==> config.mk <==
export PLATFORM = sky130hd
export DESIGN_NAME = mdu_iter
export DESIGN_NICKNAME = d
export VERILOG_FILES = /design/src/rtl/mdu_iter.sv
export SDC_FILE = /design/constraint.sdc
export NUM_CORES = 1
export LEC_CHECK = 0
export ABC_AREA = 1
export CORE_ASPECT_RATIO = 0.8
export CORE_MARGIN = 5
export CORE_UTILIZATION = 35
export CTS_CLUSTER_SIZE = 14
export DETAILED_ROUTE_END_ITERATION = 10
export DONT_BUFFER_PORTS = 1
export PLACE_DENSITY = 0.51
export SYNTH_ARGS = -nofsm -noshare
export SYNTH_HDL_FRONTEND = slang
export SYNTH_SLANG_ARGS = --single-unit
==> constraint.sdc <==
create_clock -name clk_i -period 4.2 [get_ports clk_i]
set_input_delay 0.42 -clock clk_i [delete_from_list [all_inputs] [get_ports clk_i]]
set_output_delay 0.42 -clock clk_i [all_outputs]
set_load 0.03 [all_outputs]
==> src/rtl/mdu_iter.sv <==
// Multi-cycle RV32M multiply/divide unit: shift-add multiply, restoring divide.
// Optional MDU_FAST_MUL_EN: single-cycle multiplies, divides stay iterative.
module mdu_iter #(
  parameter int XLEN  = 32,
  parameter int CNT_W = 6
) (
  input  logic            clk_i,
  input  logic            rst_n_i,
  input  logic            start_i,
  input  logic [2:0]      md_op_i,
  input  logic [XLEN-1:0] a_i,
  input  logic [XLEN-1:0] b_i,
  input  logic            flush_i,
  input  logic            ready_i,
  output logic            ready_o,
  output logic            busy_o,
  output logic            valid_o,
  output logic [XLEN-1:0] result_o
);

  typedef enum logic [1:0] {S_IDLE, S_CALC, S_DONE} state_t;

  localparam logic [2:0] OP_MUL    = 3'd0;
  localparam logic [2:0] OP_MULH   = 3'd1;
  localparam logic [2:0] OP_MULHSU = 3'd2;
  localparam logic [2:0] OP_DIV    = 3'd4;
  localparam logic [2:0] OP_REM    = 3'd6;

  localparam logic [XLEN-1:0] MIN_NEG = {1'b1, {(XLEN-1){1'b0}}};
  localparam logic [XLEN-1:0] ALL_ONE = {XLEN{1'b1}};

  state_t              r_state, w_state_nx;
  logic [2:0]          r_op;
  logic                r_neg;
  logic [CNT_W-1:0]    r_cnt;
  logic [2*XLEN-1:0]   r_acc;
  logic [XLEN-1:0]     r_rem;
  logic [XLEN-1:0]     r_opb;
  logic [XLEN-1:0]     r_res;

  // ---- request decode (used only while IDLE) ----
  logic            w_accept, w_in_div, w_a_sgn, w_b_sgn, w_a_neg, w_b_neg, w_neg;
  logic [XLEN-1:0] w_a_mag, w_b_mag;
  logic            w_special;
  logic [XLEN-1:0] w_spec_res;

  assign w_accept = start_i && !flush_i;
  assign w_in_div = md_op_i[2];
  assign w_a_sgn  = (md_op_i == OP_MULH) || (md_op_i == OP_MULHSU) ||
                    (md_op_i == OP_DIV)  || (md_op_i == OP_REM);
  assign w_b_sgn  = (md_op_i == OP_MULH) || (md_op_i == OP_DIV) || (md_op_i == OP_REM);
  assign w_a_neg  = w_a_sgn && a_i[XLEN-1];
  assign w_b_neg  = w_b_sgn && b_i[XLEN-1];
  assign w_a_mag  = w_a_neg ? (~a_i + 1'b1) : a_i;
  assign w_b_mag  = w_b_neg ? (~b_i + 1'b1) : b_i;
  // Remainder follows the dividend; products and quotients follow the sign XOR.
  assign w_neg    = (md_op_i == OP_REM) ? w_a_neg : (w_a_neg ^ w_b_neg);

  always_comb begin
    w_special  = 1'b0;
    w_spec_res = '0;
    if (w_in_div) begin
      if (b_i == '0) begin
        w_special  = 1'b1;
        w_spec_res = md_op_i[1] ? a_i : ALL_ONE;
      end else if (((md_op_i == OP_DIV) || (md_op_i == OP_REM)) &&
                   (a_i == MIN_NEG) && (b_i == ALL_ONE)) begin
        w_special  = 1'b1;
        w_spec_res = md_op_i[1] ? '0 : MIN_NEG;
      end
    end
  end

`ifdef MDU_FAST_MUL_EN
  logic signed [2*XLEN-1:0] w_fast_p;
  logic        [XLEN-1:0]   w_fast_res;
  assign w_fast_p   = $signed({w_a_sgn & a_i[XLEN-1], a_i}) *
                      $signed({w_b_sgn & b_i[XLEN-1], b_i});
  assign w_fast_res = (md_op_i == OP_MUL) ? w_fast_p[XLEN-1:0] : w_fast_p[2*XLEN-1:XLEN];
`endif

  // ---- one iteration step ----
  // Multiply: r_acc = {partial, multiplier}; add multiplicand into the top half then shift right.
  logic [XLEN:0]     w_mul_sum;
  logic [2*XLEN-1:0] w_acc_mul;
  assign w_mul_sum = {1'b0, r_acc[2*XLEN-1:XLEN]} + (r_acc[0] ? {1'b0, r_opb} : '0);
  assign w_acc_mul = {w_mul_sum, r_acc[XLEN-1:1]};

  // Divide: r_acc[XLEN-1:0] shifts the dividend out and the quotient in.
  logic [XLEN:0]   w_rem_sh;
  logic            w_ge;
  logic [XLEN-1:0] w_sub, w_rem_nx, w_quo_nx;
  assign w_rem_sh = {r_rem, r_acc[XLEN-1]};
  assign w_ge     = (w_rem_sh >= {1'b0, r_opb});
  assign w_sub    = w_rem_sh[XLEN-1:0] - r_opb;
  assign w_rem_nx = w_ge ? w_sub : w_rem_sh[XLEN-1:0];
  assign w_quo_nx = {r_acc[XLEN-2:0], w_ge};

  logic w_last;
  assign w_last = (r_cnt == CNT_W'(XLEN-1));

  // Sign correction applied on the final step, straight into the result register.
  logic [2*XLEN-1:0] w_prod_s;
  logic [XLEN-1:0]   w_quo_s, w_rem_s, w_fin_res;
  assign w_prod_s = r_neg ? (~w_acc_mul + 1'b1) : w_acc_mul;
  assign w_quo_s  = r_neg ? (~w_quo_nx + 1'b1) : w_quo_nx;
  assign w_rem_s  = r_neg ? (~w_rem_nx + 1'b1) : w_rem_nx;

  always_comb begin
    w_fin_res = '0;
    if (r_op[2])             w_fin_res = r_op[1] ? w_rem_s : w_quo_s;
    else if (r_op == OP_MUL) w_fin_res = w_prod_s[XLEN-1:0];
    else                     w_fin_res = w_prod_s[2*XLEN-1:XLEN];
  end

  // ---- control FSM ----
  always_ff @(posedge clk_i or negedge rst_n_i) begin
    if (!rst_n_i) r_state <= S_IDLE;
    else          r_state <= w_state_nx;
  end

  always_comb begin
    w_state_nx = r_state;
    case (r_state)
      S_IDLE: begin
        if (w_accept) begin
          if (w_special)      w_state_nx = S_DONE;
`ifdef MDU_FAST_MUL_EN
          else if (!w_in_div) w_state_nx = S_DONE;
`endif
          else                w_state_nx = S_CALC;
        end
      end
      S_CALC: begin
        if (flush_i)     w_state_nx = S_IDLE;
        else if (w_last) w_state_nx = S_DONE;
      end
      S_DONE: begin
        if (flush_i || ready_i) w_state_nx = S_IDLE;
      end
      default: w_state_nx = S_IDLE;
    endcase
  end

  // ---- datapath ----
  always_ff @(posedge clk_i or negedge rst_n_i) begin
    if (!rst_n_i) begin
      r_op  <= '0;
      r_neg <= 1'b0;
      r_cnt <= '0;
      r_acc <= '0;
      r_rem <= '0;
      r_opb <= '0;
      r_res <= '0;
    end else begin
      case (r_state)
        S_IDLE: begin
          if (w_accept) begin
            r_op  <= md_op_i;
            r_neg <= w_neg;
            r_cnt <= '0;
            r_rem <= '0;
            r_opb <= w_in_div ? w_b_mag : w_a_mag;
            r_acc <= {{XLEN{1'b0}}, (w_in_div ? w_a_mag : w_b_mag)};
            if (w_special) r_res <= w_spec_res;
`ifdef MDU_FAST_MUL_EN
            else if (!w_in_div) r_res <= w_fast_res;
`endif
          end
        end
        S_CALC: begin
          if (!flush_i) begin
            r_cnt <= r_cnt + 1'b1;
            if (r_op[2]) begin
              r_acc <= {{XLEN{1'b0}}, w_quo_nx};
              r_rem <= w_rem_nx;
            end else begin
              r_acc <= w_acc_mul;
            end
            if (w_last) r_res <= w_fin_res;
          end
        end
        default: ;
      endcase
    end
  end

  assign ready_o  = (r_state == S_IDLE);
  assign busy_o   = (r_state != S_IDLE);
  assign valid_o  = (r_state == S_DONE) && !flush_i;
  assign result_o = r_res;

endmodule

* Yosys cells after proc, flatten, opt, wreduce, memory -nomap -nowiden *
Index checks and enable logic that the tools add are counted.

storage, ports and cells
  register bits = 172
  bits of input ports = 72
  output and inout port bits = 35
  word-level logic and storage cells = 106

operators by class
  add/sub/neg operators = 8
  magnitude comparators = 1
  equal/unequal tests = 16
  mux-type cells = 43
  bitwise operators = 6
  reduce and logical (&&, ||, !) cells = 24

operators with widths
  kind                   number
  $mux 32                23
  $mux 64                4
  $add 32x1->32 const B  4
  $not 32->32            4
  $pmux 32 s2            2
  $pmux 64 s2            1
  $add 64x1->64 const B  1
  $eq 32x32->1 const B   2
  $not 64->64            1
  $add 32x32->33         1
  $ge 33x32->1           1
  $logic_not 32->1       1
  $sub 32x32->32         1
  $mux 6                 2
  $pmux 6 s2             1
  $mux 2                 5
  $ne 2x2->1 const B     4
  $logic_or 1x1->1       7
  $add 6x1->6 const B    1
  $eq 3x3->1 const B     2
  $eq 6x5->1 const B     1
  $logic_and 1x1->1      6
  $pmux 2 s3             1
  $reduce_and 3->1       2
  15 further kinds       20

* Longest topological paths before layout *
Gate-level depths: netlist of run 1.

  depth after elaboration = 10
  gate-level depth with buffers = 29
  depth with buffers taken out = 27

* Worst setup path after synthesis of run 1 *
Ideal clock, no wire load.

  path type = flip-flop to flip-flop
  from = reg r_rem[18]
  to = reg r_res[28], in the netlist result_o[28]
  library setup time = 73 ps
  arrival = 3083 ps
  data required time = 4127 ps
  slack = 1044 ps
  stages on the path, launching flop included = 28
  buffers on the path = 2
  period minus slack after synthesis = 3156 ps
  cells stage by stage = dfrtp_1 ha_1 nand2_1 inv_1 nand2_1 nand2_1 nand2_1 nand2_1 nand2_1 nand3_2 nor2_4 nand2_4 buf_6 buf_6 o21ai_0 ha_1 inv_1 nor2_2 nand2_4 nor2_4 nand3_2 nand2_2 nand2_1 nand2_1 nand3_1 nand2_1 nand3_2 a21oi_2

on the way
  word-level cells in the longest chain between the ends = 10
  elaborated cells on any way between the ends = 14
  classes of those cells = 3 x add/sub; 1 x order compare; 8 x mux; 2 x bitwise

ends and longest elaborated chain
  item                                                   RTL line  RTL
  start, declared                                        37        logic [XLEN-1:0] r_rem;
  start signal, assigned                                 176       r_rem <= w_rem_nx;
  $sub 32x32->32 / $ge 33x32->1 (equally long branches)  95, 94
  $mux 32                                                96        assign w_rem_nx = w_ge ? w_sub : w_rem_sh[XLEN-1:0];
  $not 32->32                                            107       assign w_rem_s = r_neg ? (~w_rem_nx + 1'b1) : w_rem_nx;
  $add 32x1->32                                          107
  $mux 32                                                107
  $mux 32 * (2 in a row)                                 111       if (r_op[2]) w_fin_res = r_op[1] ? w_rem_s : w_quo_s;
  $mux 32 *                                              180       if (w_last) r_res <= w_fin_res;
  $mux 32 *                                              172       if (!flush_i) begin
  $pmux 32 s2 *                                          156       case (r_state)
  end signal, assigned                                   165       if (w_special) r_res <= w_spec_res;
  end signal, assigned                                   180
  end, declared                                          39        logic [XLEN-1:0] r_res;

Every way passes the cells marked *; elsewhere a longest branch is shown, timed or not. The select of a mux whose other input is x is not followed.
A chain may end at the register's enable or synchronous reset.

* Worst setup path after layout of run 1 *
  from = reg r_opb[13]
  to = reg r_res[26], in the netlist result_o[26]

on the way
  word-level cells in the longest chain between the ends = 10
  elaborated cells on any way between the ends = 20
  classes of those cells = 5 x add/sub; 1 x order compare; 11 x mux; 3 x bitwise

ends and longest elaborated chain
  item                                                   RTL line  RTL
  start, declared                                        38        logic [XLEN-1:0] r_opb;
  start signal, assigned                                 163       r_opb <= w_in_div ? w_b_mag : w_a_mag;
  $mux 32 (tied with other cells)                        86        assign w_mul_sum = {1'b0, r_acc[2*XLEN-1:XLEN]} + (r_acc[0] ? {1'b0, r_opb} : '0);
  $add 32x32->33 / $mux 32 (equally long branches)       86, 96
  $not 64->64 / $not 32->32 (equally long branches)      105, 107
  $add 64x1->64 / $add 32x1->32 (equally long branches)  105, 107
  $mux 64 / $mux 32 (equally long branches)              105, 107
  $mux 32 (on tied branches)                             112, 111
  $mux 32 *                                              111
  $mux 32 *                                              180
  $mux 32 *                                              172
  $pmux 32 s2 *                                          156

Marked as above.

==> out/results.tsv, run 1 <==
metric	value	unit
outcome	complete, but fails checks	
failing checks	hold timing	
unique cell type count in the Yosys netlist	58	
final clock skew	0.0260	ns
synthesized area per cell	5.98	um2
clk_lat worst skew	0.52	ns
Die Y	220	um
DR iter-0 viols	2768	
GPL Wtd Cong	1.07	
switching power	14.3	mW
most common flop cell mapped by yosys	dfrtp_1	
met2 WL	40.1	mm
Final Hold Viols	172	
r2r setup slk	0.16	ns
Vias per Instance	5.78	
CTS tree	built	
DR vias	22600	
worst hold slack	-0.389	ns
Post-Syn Area	19200	um2
Req. time, crit path	4.65	ns
Crit Path Max Fanout	21	
endpoints failing setup	0	
share of the synthesized area in the top cell type	22.4	%
final period utilization	96.3	%
Max-slew headroom	25.2	%
ys async rst share	100	%
Seq pwr share	15.8	%
measured slew at the worst slew-check pin	1.12	ns
overall routed net length	100	mm
Util after Layout	38.8	%
critical path class	reg -> reg	
top cells by area, synth	dfrtp_1 (22%), nand2_1 (16%), inv_1 (8.7%), nor2_1 (7.4%), nand3_1 (6.1%)	
clock buffer depth	2	
# fillers	5990	
Total GRT Usage	33.0	%
P_leak	10.4	nW
Num CTS Buffers	17	
Initial Util	35.5	%
met3 wire len	10.1	mm
number of synthesized flops with an enable pin	0	
Yosys warnings	0	
CP Launch Type	register	
initial antenna violation count	7	
VDD IR max	0.000475	V
post-DP HPWL	81.8	mm
register area share after synthesis	22.4	%
pwr/cell area	1060	nW/um2
design area	21000	um2
Final min period	4.04	ns
DRT Pass-1 Iters	6	
area grow syn2layout	9.07	%
# rows	76	
Final ANT Viol Nets	0	
DR DRC count	0	
Top Metal Used	met5	
nets	3342	
Commonest cells post-synth	nand2_1 (842), inv_1 (445), nor2_1 (378), nand3_1 (233), o21ai_0 (223)	
htree depth	4	
Remaining Overflow, GRT	0	
first-pass GRT wire length	146	mm
Pwr Total	22.2	mW
Mapped Nets	3362	
die area	59800	um2
Clock power frac	7.8	%
wire per inst	25.7	um
internal power	7.90	mW
CP Capture Type	register	
IO Count	107	
Synth Instances	3217	
Max-Cap Viols	0	
Sw Share	64.4	%
setup TNS	0	ns
top-count cell post-synth	nand2_1	
Peak Freq	247	MHz
Worst EP arrival	4.49	ns
core area	54100	um2
fraction of layout cells with a size suffix above 1	8.32	%
Combinational Power Share	76.4	%
Final Max Tran Viols	0	
Hold Crit Class	in -> async	
clk sinks	172	
Yosys reg bits	172	
CTS clk-pin slew, worst paths	0.08	ns
met1 wire length	45.3	mm
DP Area	20200	um2
vias in the first global route	21100	
root cell of the clock tree	clkbuf_16	
die width	272	um
ANT cells	0	
port bufs	0	
pin count of the biggest net entering global routing	173	
Synth area leader	dfrtp_1	
[routing by layer]
metal	vias up	global-route usage, %
met5	-	0
li1	10500	-
met4	6	14.6
met1	10800	47.7
met2	1118	47.1
met3	169	7.29
[flip-flops by register name, summed over array words and instances (netlist names)]
register  count
r_rem        32
result_o     32
r_neg         1
r_acc        64
r_state       2
r_cnt         6
r_opb        32
r_op          3
[power groups by stage]
stage          Sequential (mW)  Clock [mW]  Combinational, mW
2_1_floorplan             3.08           0               11.1
5_1_grt                   3.57        1.82               18.2
6_report                  3.51        1.73               17.0
3_5_place_dp              3.49           0               16.1
4_1_cts                   3.46        1.77               16.2
3_3_place_gp              3.48           0               16.2
[placed cells by master, fill, tap and decap left out, drive strengths merged, types with 12 or more instances in the layout]
| cell type | n |
|---|---|
| a22oi | 12 |
| a21oi | 220 |
| nor3 | 59 |
| clkbuf | 17 |
| nand3b | 15 |
| nor2 | 409 |
| a31oi | 22 |
| o21ai | 236 |
| clkinv | 13 |
| dfrtp | 172 |
| o221ai | 15 |
| a32oi | 12 |
| xnor2 | 16 |
| nand3 | 248 |
| nand2 | 875 |
| buf | 82 |
| o211ai | 29 |
| o22ai | 40 |
| ha | 71 |
| xor2 | 75 |
| inv | 461 |
| nor4 | 12 |
| nand4 | 48 |
[worst paths after layout]
kind                                        from                       end  depth (start not counted)
max in group asynchronous                rst_n_i    r_state[0]$_DFFE_PN0P_                          0
min                                      rst_n_i     r_opb[22]$_DFFE_PN0P_                          0
min reg2reg                r_acc[60]$_DFFE_PN0P_     r_acc[60]$_DFFE_PN0P_                          2
max                        r_opb[13]$_DFFE_PN0P_  result_o[26]$_DFFE_PN0P_                         23
min in group clk_i                    md_op_i[1]       r_op[1]$_DFFE_PN0P_                          2
max reg2reg                r_opb[13]$_DFFE_PN0P_  result_o[26]$_DFFE_PN0P_                         23
[stage by stage]
step / cells / hold slack [ns] / setup slack [ns]
after floorplan: 3217 / 0.124 / 1.04
after global placement: 3875 / 0.145 / -0.0787
after detailed placement: 3875 / 0.143 / -0.0722
after CTS: 3907 / -0.418 / 0.0443
after global routing: 3912 / -0.404 / -0.00335
final: 3912 / -0.389 / 0.157
[final cells by class]
type / instances / area, um2 / area share, %
Clock buffer: 17 / 425 / 2.03
Clock inverter: 15 / 188 / 0.895
Inverter: 460 / 1730 / 8.23
Multi-Input combinational cell: 2464 / 12800 / 61.0
Sequential cell: 172 / 4310 / 20.6
Tap cell: 702 / 878 / 4.19
Timing Repair Buffer: 82 / 657 / 3.13
[worst max-delay path, cell delays in order, from the launching register on]
cell and delay (ns):
dfrtp_1 0.37, inv_1 0.13, ha_1 0.40, nand2_1 0.14, nor2_2 0.25, nand2_1 0.09
nand2_1 0.14, inv_1 0.10, nand2_2 0.10, nand2_4 0.10, nand2_8 0.19, buf_12 0.19
inv_2 0.14, nand2_1 0.09, nand2_1 0.07, nor2_1 0.22, nand2_1 0.15, nor2_1 0.23
nand4_1 0.15, nand3_1 0.10, nand3_1 0.14, nand2_1 0.10, nand2_1 0.17, a21oi_1 0.18
[cells by family after synthesis]
| group | Yosys count | synth area share [%] |
|---|---|---|
| AO/OA/AOI/OAI | 624 | 18.6 |
| buffers and inverters | 581 | 12.0 |
| XOR/XNOR | 91 | 4.18 |
| flip-flops | 172 | 22.4 |
| AND/OR/NAND/NOR | 1676 | 38.1 |
| adder cells (fa/ha/maj) | 73 | 4.83 |
[timing repair]
action,4_1_cts,5_1_grt
gates resized for setup,1,40
pin swaps,0,2
endpoints found under the setup margin,1,14
hold endpoints to repair,172,172
buffers inserted,0,5
(Power assumes the default switching activity.)
==> inputs of run 2 (changes only) <==
clock period = 4.5 ns   (was 4.2 ns; I/O delays follow)
==> out/results.tsv, run 2 (synthesized netlist as in run 1, its figures left out) <==
metric	value	unit
WP buf/inv	3	
Hold Crit Class	in -> reg	
GPL Wtd Cong	0.999	
RSZ-0062 raised after global routing	no	
clk sinks	172	
Initial Util	35.5	%
final period utilization	96.0	%
die area	59800	um2
root cell of the clock tree	clkbuf_16	
met1 usage	46.8	%
# rows	76	
area grow syn2layout	8.72	%
Total GRT Usage	32.8	%
DR iter-0 viols	2685	
Vias per Instance	5.73	
slowest CP cell	dfrtp_1	
most common cell after layout, fill and taps aside	nand2_1	
CTS clk-pin slew, worst paths	0.09	ns
first-pass GRT wire length	145	mm
fraction of layout cells with a size suffix above 1	7.67	%
CP Launch Type	register	
P_leak	10.4	nW
Final Max Tran Viols	0	
CP delay by family, top	simple AND/OR/NAND/NOR gates	
DR DRC count	0	
DRT Pass-1 Iters	6	
Max-Cap Viols	0	
Layout Cells excl Fill	3912	
clock buffer depth	2	
vias in the first global route	20900	
Most Crowded Layer GR	met2	
measured slew at the worst slew-check pin	1.09	ns
# fillers	6026	
Cell Count Post-Placement	3874	
post-DP HPWL	81.5	mm
area occupied by multi-input gates	12700	um2
Num CTS Buffers	17	
register area	4320	um2
Remaining Overflow, GRT	0	
CP Cell Sequence	inv_1 -> ha_1 -> nand2_1 -> nor2_2 -> nand2_1 -> nor2_2 -> nand3_1 -> nand3_2 -> nor2_4 -> buf_4 -> buf_4 -> nand3_2 -> nand2_2 -> nor2_2 -> nand2_2 -> nor2_8 -> nand3_4 -> nand2_4 -> nand2_1 -> nand2_1 -> nand3_1 -> nand2_1 -> nand2_1 -> a21oi_2	
Peak Freq	231	MHz
Die Y	220	um
wire per inst	25.7	um
Util after Layout	38.6	%
IO Count	107	
DP Area	20200	um2
Final min period	4.32	ns
met2 Use GR	47.8	%
Max-slew headroom	27.0	%
VDD IR max	0.000392	V
pin count of the biggest net entering global routing	173	
Worst EP arrival	4.78	ns
max reg flops	64	
CTS tree	built	
Crit Path Max Fanout	10	
die width	272	um
leading cell types in the layout, fill and taps excluded	nand2_1 (841), inv_1 (444), nor2_1 (374)	
Worst Slack Setup Final	0.178	ns
pwr/cell area	986	nW/um2
outcome	finished, final reports clean	
endpoints failing setup	0	
htree depth	4	
CP peak stage delay	0.54	ns
design area	20900	um2
nets	3340	
most used cell, CP	nand2_1	
final clock skew	0.0245	ns
overall routed net length	100	mm
Req. time, crit path	4.96	ns
clk_lat worst skew	0.52	ns
initial antenna violation count	4	
port bufs	0	
Most flops, register	r_acc	
DR vias	22400	
setup TNS	0	ns
core area	54100	um2
Placement Setup Slack	-0.120	ns
CP Capture Type	register	
critical path class	reg -> reg	
Final ANT Viol Nets	0	
routing usage on met3	8.81	%
Final Hold Viols	0	
run 2: worst reg2reg max path: cells and delay by family (launching register included):
kind / cells / cell delay, ns
AND/OR/NAND/NOR: 19 / 2.70
flip-flops: 1 / 0.54
buffers and inverters: 3 / 0.52
adder cells (fa/ha/maj): 1 / 0.37
AO/OA/AOI/OAI: 1 / 0.15
run 2: timing repair:
| action | 4_1_cts | 5_1_grt |
|---|---|---|
| hold endpoints to repair | 172 | 1 |
| hold buffers | 1 | 1 |
| resized for setup | 4 | 15 |
| gates cloned | 0 | 1 |
| setup buffers | 0 | 1 |
| endpoints found under the setup margin | 9 | 16 |
| pin swaps | 0 | 3 |
run 2: power breakdown:
part | total [mW] | switching [mW] | internal [mW]
Sequential | 3.48 | 1.32 | 2.17
Clock | 1.69 | 0.911 | 0.777
Combinational | 15.4 | 11.1 | 4.36
run 2: through the flow:
step / total power, mW / hold WS [ns]
after floorplan: 13.3 / 0.154
after global placement: 18.3 / 0.169
after detailed placement: 18.2 / 0.168
after CTS: 20.0 / 0.0503
after global routing: 22.0 / 0.0861
final: 20.6 / 0.0957
run 2: cell type report:
| cell class | instances | area share, % |
|---|---|---|
| Multi-Input combinational cell | 2465 | 60.8 |
| Sequential cell | 172 | 20.6 |
| Inverter | 460 | 8.26 |
| Tap cell | 702 | 4.20 |
| Timing Repair Buffer | 79 | 3.00 |
| Clock buffer | 17 | 2.03 |
| Clock inverter | 15 | 1.07 |
| Antenna cell | 2 | 0.0239 |
run 2: per-layer routing:
metal,wire (um),share of wire (%)
met3,10500,10
met2,40900,41
met1,45100,45
met5,9,0.0090
met4,3840,3.8
run 2: path summary, 6_finish.rpt:
| check | start | end | slack, ns | depth (start not counted) |
|---|---|---|---|---|
| max in group asynchronous | rst_n_i | r_neg$_DFFE_PN0P_ | 2.92 | 2 |
| hold / removal | md_op_i[1] | r_op[1]$_DFFE_PN0P_ | 0.1 | 2 |
| min in group asynchronous | rst_n_i | r_rem[22]$_DFFE_PN0P_ | 0.59 | 2 |
| hold reg to reg | r_acc[38]$_DFFE_PN0P_ | r_acc[38]$_DFFE_PN0P_ | 0.50 | 2 |
| setup / recovery | r_opb[10]$_DFFE_PN0P_ | result_o[31]$_DFFE_PN0P_ | 0.18 | 24 |
| setup reg to reg | r_opb[10]$_DFFE_PN0P_ | result_o[31]$_DFFE_PN0P_ | 0.18 | 24 |
